**src/rtl/infra_reset_sequencer.sv**
```systemverilog
// infra_reset_sequencer
//
// Brings up the board clock/IDELAY infrastructure on the system clock. It waits
// for the clock generator lock to stay high long enough, holds the IDELAY
// controller in reset, then waits for its ready flag. A missing ready flag is
// retried a bounded number of times before the block gives up in FAULT. Once
// ready is seen, the design-wide reset is released.
//
// Ports:
//   sys_clk      in   system clock, the only clock of this block
//   sys_rst_n    in   asynchronous active-low reset
//   clk_lock     in   clock generator lock (asynchronous, synchronised here)
//   idelay_rdy   in   IDELAY controller ready (asynchronous, synchronised here)
//   soft_rst     in   synchronous single-cycle restart request
//   idelay_rst   out  IDELAY controller reset, active high
//   user_rst     out  design reset, active high
//   ready        out  high only in RUN
//   fault        out  high only in FAULT
//   retry_count  out  diagnostic retry counter, saturates at 3
//   state        out  encoded state: 0 WAIT_LOCK, 1 LOCK_STABLE, 2 DLY_RST,
//                     3 WAIT_RDY, 4 RUN, 5 FAULT
module infra_reset_sequencer #(
    parameter int unsigned LOCK_STABLE_CYCLES = 256,
    parameter int unsigned RST_HOLD_CYCLES    = 64,
    parameter int unsigned RDY_TIMEOUT        = 4096,
    parameter int unsigned MAX_RETRIES        = 3
) (
    input  logic       sys_clk,
    input  logic       sys_rst_n,
    input  logic       clk_lock,
    input  logic       idelay_rdy,
    input  logic       soft_rst,
    output logic       idelay_rst,
    output logic       user_rst,
    output logic       ready,
    output logic       fault,
    output logic [1:0] retry_count,
    output logic [2:0] state
);

    typedef enum logic [2:0] {
        StWaitLock   = 3'd0,
        StLockStable = 3'd1,
        StDlyRst     = 3'd2,
        StWaitRdy    = 3'd3,
        StRun        = 3'd4,
        StFault      = 3'd5
    } state_e;

    // Counter value on the last cycle of each timed state.
    localparam logic [15:0] LockLast    = 16'(LOCK_STABLE_CYCLES - 1);
    localparam logic [15:0] HoldLast    = 16'(RST_HOLD_CYCLES - 1);
    localparam logic [15:0] TimeoutLast = 16'(RDY_TIMEOUT - 1);
    localparam logic [1:0]  MaxRetries  = 2'(MAX_RETRIES);

    logic        lock_meta_q, lock_s;
    logic        rdy_meta_q, rdy_s;
    state_e      state_q, state_d;
    logic [15:0] cnt_q, cnt_d;
    logic [1:0]  retry_q, retry_d;
    logic [1:0]  used_q, used_d;
    logic        idelay_rst_q, user_rst_q, ready_q, fault_q;

    // Two-flop synchronisers for the asynchronous status inputs.
    always_ff @(posedge sys_clk or negedge sys_rst_n) begin
        if (!sys_rst_n) begin
            lock_meta_q <= 1'b0;
            lock_s      <= 1'b0;
            rdy_meta_q  <= 1'b0;
            rdy_s       <= 1'b0;
        end else begin
            lock_meta_q <= clk_lock;
            lock_s      <= lock_meta_q;
            rdy_meta_q  <= idelay_rdy;
            rdy_s       <= rdy_meta_q;
        end
    end

    function automatic logic [1:0] sat_inc(input logic [1:0] v);
        return (v == 2'd3) ? v : v + 2'd1;
    endfunction

    always_comb begin
        state_d = state_q;
        retry_d = retry_q;
        used_d  = used_q;
        cnt_d   = '0;

        if (!lock_s && state_q != StWaitLock && state_q != StFault) begin
            state_d = StWaitLock;
        end else if (soft_rst && state_q == StRun) begin
            state_d = StDlyRst;
            used_d  = '0;
        end else if (soft_rst) begin
            state_d = StWaitLock;
            retry_d = '0;
            used_d  = '0;
        end else begin
            case (state_q)
                StWaitLock: begin
                    if (lock_s) state_d = StLockStable;
                end
                StLockStable: begin
                    if (cnt_q == LockLast) state_d = StDlyRst;
                end
                StDlyRst: begin
                    if (cnt_q == HoldLast) state_d = StWaitRdy;
                end
                StWaitRdy: begin
                    // Ready wins over a timeout landing in the same cycle.
                    if (rdy_s) begin
                        state_d = StRun;
                        used_d  = '0;
                    end else if (cnt_q == TimeoutLast) begin
                        if (used_q < MaxRetries) begin
                            state_d = StDlyRst;
                            retry_d = sat_inc(retry_q);
                            used_d  = used_q + 2'd1;
                        end else begin
                            state_d = StFault;
                        end
                    end
                end
                StRun: begin
                    // RUN is only entered with rdy_s high, so a low rdy_s here is a fall.
                    if (!rdy_s) begin
                        state_d = StDlyRst;
                        retry_d = sat_inc(retry_q);
                    end
                end
                StFault: ;
                default: state_d = StWaitLock;
            endcase
        end

        if (state_d == state_q &&
            (state_q == StLockStable || state_q == StDlyRst || state_q == StWaitRdy)) begin
            cnt_d = cnt_q + 16'd1;
        end
    end

    always_ff @(posedge sys_clk or negedge sys_rst_n) begin
        if (!sys_rst_n) begin
            state_q      <= StWaitLock;
            cnt_q        <= '0;
            retry_q      <= '0;
            used_q       <= '0;
            idelay_rst_q <= 1'b1;
            user_rst_q   <= 1'b1;
            ready_q      <= 1'b0;
            fault_q      <= 1'b0;
        end else begin
            state_q      <= state_d;
            cnt_q        <= cnt_d;
            retry_q      <= retry_d;
            used_q       <= used_d;
            // Outputs decode the next state so they switch on the same edge as state.
            idelay_rst_q <= (state_d == StWaitLock) || (state_d == StLockStable) ||
                            (state_d == StDlyRst);
            user_rst_q   <= (state_d != StRun);
            ready_q      <= (state_d == StRun);
            fault_q      <= (state_d == StFault);
        end
    end

    assign idelay_rst  = idelay_rst_q;
    assign user_rst    = user_rst_q;
    assign ready       = ready_q;
    assign fault       = fault_q;
    assign retry_count = retry_q;
    assign state       = state_q;

endmodule

```
**config.mk**
```make
export PLATFORM = sky130hd
export DESIGN_NAME = infra_reset_sequencer
export DESIGN_NICKNAME = d
export VERILOG_FILES = /design/src/rtl/infra_reset_sequencer.sv
export SDC_FILE = /design/constraint.sdc
export NUM_CORES = 1
export LEC_CHECK = 0
export BUFFER_PORTS_ARGS = -buffer_cell sky130_fd_sc_hd__buf_4
export CAP_MARGIN = 10
export CORE_AREA = 5 5 64 66
export DETAILED_ROUTE_END_ITERATION = 16
export DIE_AREA = 0 0 69 71
export PLACE_DENSITY_LB_ADDON = 0.15
export SKIP_LAST_GASP = 1
export SLEW_MARGIN = 0
export SYNTH_ARGS = -nofsm -noshare
export SYNTH_HDL_FRONTEND = slang
export SYNTH_SLANG_ARGS = --single-unit
```
**constraint.sdc**
```tcl
create_clock -name sys_clk -period 2.6 [get_ports sys_clk]
set_clock_uncertainty 0.05 [all_clocks]
set_input_delay 0.52 -clock sys_clk [delete_from_list [all_inputs] [get_ports sys_clk]]
set_output_delay 0.52 -clock sys_clk [all_outputs]
set_load 0.1 [all_outputs]
```
==> metrics.csv <==
metric,value,unit
outcome,completed,
insertion_delay,0.33,ns
grt_pass1_wl,5.858,mm
rsz0062_at_grt,false,
synth-warning-count,0,
fmax,0.4317,GHz
numCtsBuffers,5,
syn2layout_area_growth,11.58,%
h-tree-depth,2,
p_int,0.0006311,W
clock_power_share,29.7,%
synth_seq_cells,31,
start_util,46.31,%
cts_root_buf,clkbuf_4,
grt_pass1_vias,1311,
worstPathArrival,2.48,ns
hold_buffers,0,
r2r_cells,5,
drt-total-wl,3.440,mm
worstSetupPathType,reg -> reg,
timing.final.crit_share,89.10,%
dr.pass1.iters,4,
drt-vias-per-instance,5.796,
synth_edf_count,0,
gp_congestion,0.8660,
cp-startpoint,cnt_q[14],
cp_max_fo,5,
die_x,69,um
yosysUniqueCellTypes,42,
worstSetupStartpointType,flip-flop,
antenna_left,0,
fin_setup_tns,0,ns
synthArstFlopShare,100.0,%
io_buffers,13,
p_sw,0.0002456,W
synth_top_area_share,44.48,%
grt_util_all_layers,14.90,%
pwr-share-seq,58.0,%
netlist_area,0.001632,mm2
worst_slew_pin_slew,0.6172,ns
dieHeight,71,um
ios,14,
post_cts_buffers,0,
clkTransAtPathRegs,0.09,ns
avgSynthCellArea,9.829,um2
vias,1333,
ys.flop_type,dfrtp_1,
irDropWorstVdd,0.3191,mV
p_leak,0.7626,nW
maxCapViolations,0,
remaining_drc_errors,0,
synth_nets,174,
slew_violations,0,
syn_inst,166,
synthTopCellsByArea,"dfrtp_1, nor2_1, xor2_1",
post_cts_resized,0,
worst_r2r_startpoint,cnt_q[14],
drive_gt1_share,16.48,%
cellPowerDensity,481.6,mW/mm2
comb_power_share,12.3,%
hold_viol_final,0,
slew_headroom,58.33,%
drt_iter0_drc,86,
setup_viol,0,
post-route-util,51.67,%
cts_tree,built,
report.power.total,0.0008767,W
hp-class,in -> async,
cp-end-kind,flip-flop,
antenna_found_initial,0,
grt_max_degree,32,
core_area,0.003523,mm2
die_area,0.004899,mm2
cts_num_sinks,31,
layout_common_cells,"dfrtp_1, nor2_1, buf_4, nand3_1, nand2_1",
n_antenna_cell,0,
required,2.76,ns
wire_per_inst,14.96,um
synth_area_leader_cell,dfrtp_1,
fin_crit,2.317,ns
grt-ovfl-total,0,
cts_buffer_depth,2,
timing.rr.end,used_q[1],
n_fill_cell,351,
dpl.hpwl,2.470,mm
nets,189,
seq_area_frac_synth,47.70,%
rows,22,
p_sw_share,28.01,%
reg2reg_slack,0.28,ns
mostFrequentLayoutCell,dfrtp_1,
-- power by group through the flow --
stage                     Sequential, W  Combinational, W  Clock [W]
after floorplan                0.000535         0.0000564          0
after global placement         0.000517          0.000106          0
after detailed placement       0.000517          0.000108          0
after CTS                      0.000508          0.000109   0.000271
after global routing           0.000511          0.000118   0.000292
final                          0.000508          0.000108   0.000261
-- critical path: stages (launching register included) --
cell and delay, ns:
dfrtp_1 0.41, or4_4 0.58, nor4_2 0.42, o21ai_0 0.13
a21oi_1 0.25, mux2_2 0.36
-- cells by family (layout without fill, tap and decap cells) --
logic type / count (synthesis) / after routing / synth area share (%)
AO/OA/AOI/OAI: 27 / 27 / 11.96
flip-flops: 31 / 31 / 47.70
AND/OR/NAND/NOR: 78 / 78 / 26.31
XOR/XNOR: 15 / 15 / 8.052
buffers and inverters: 10 / 26 / 2.301
adder cells (fa/ha/maj): 3 / 3 / 2.301
multiplexers: 2 / 2 / 1.380
-- cell usage after synthesis (4+ instances only) --
library cell,number
xnor2_1,7
xor2_1,8
a21oi_1,7
dfrtp_1,29
nand3_1,9
nand2_1,9
nor3_1,8
inv_1,5
nor2_1,21
clkbuf_1,5
nor3b_1,4
nand4_1,6
-- flip-flops by register name, indices dropped and copies added, names as in the netlist --
name         count
cnt_q           16
state            3
retry_count      2
used_q           2
fault            1
idelay_rst       1
lock_meta_q      1
lock_s           1
rdy_meta_q       1
rdy_s            1
ready            1
user_rst         1
-- worst max-delay path by stage --
stage,end,slack (ns),cells past startpoint
after floorplan,cnt_q[3],0.12,6
after global placement,cnt_q[3],0.39,5
after detailed placement,used_q[1],0.35,5
after CTS,used_q[1],0.31,5
after global routing,used_q[1],0.20,5
final,used_q[1],0.28,5
-- metal layers --
layer / GRT usage, % / vias to the layer above / part of all wire [%]
met5: 0 / - / 0
met3: 5.540 / 5 / 6.0
met1: 17.66 / 655 / 44
li1: - / 634 / -
met4: 7.158 / 0 / 1.5
met2: 23.94 / 39 / 49
-- metrics by stage --
step | instance area (um2) | setup slack (ns) | cells | hold slack (ns)
finish | 1821 | 0.2834 | 230 | 0.04752
global route | 1821 | 0.2009 | 230 | 0.06378
CTS | 1821 | 0.3110 | 230 | 0.06195
detailed placement | 1770 | 0.3459 | 222 | 0.2864
global placement | 1770 | 0.3918 | 222 | 0.2882
floorplan | 1632 | 0.1152 | 166 | 0.1744
-- area by class of cell --
class | count | area, um2 | share of cell area, %
multi-input cells | 125 | 815.8 | 44.81
flip-flops and latches | 31 | 778.2 | 42.75
repair buffers | 13 | 97.59 | 5.361
well taps | 48 | 60.06 | 3.299
clock buffers | 7 | 45.04 | 2.474
inverters | 5 | 18.77 | 1.031
clock inverters | 1 | 5.005 | 0.2749
Note: power is estimated with default switching activity, not from simulation.
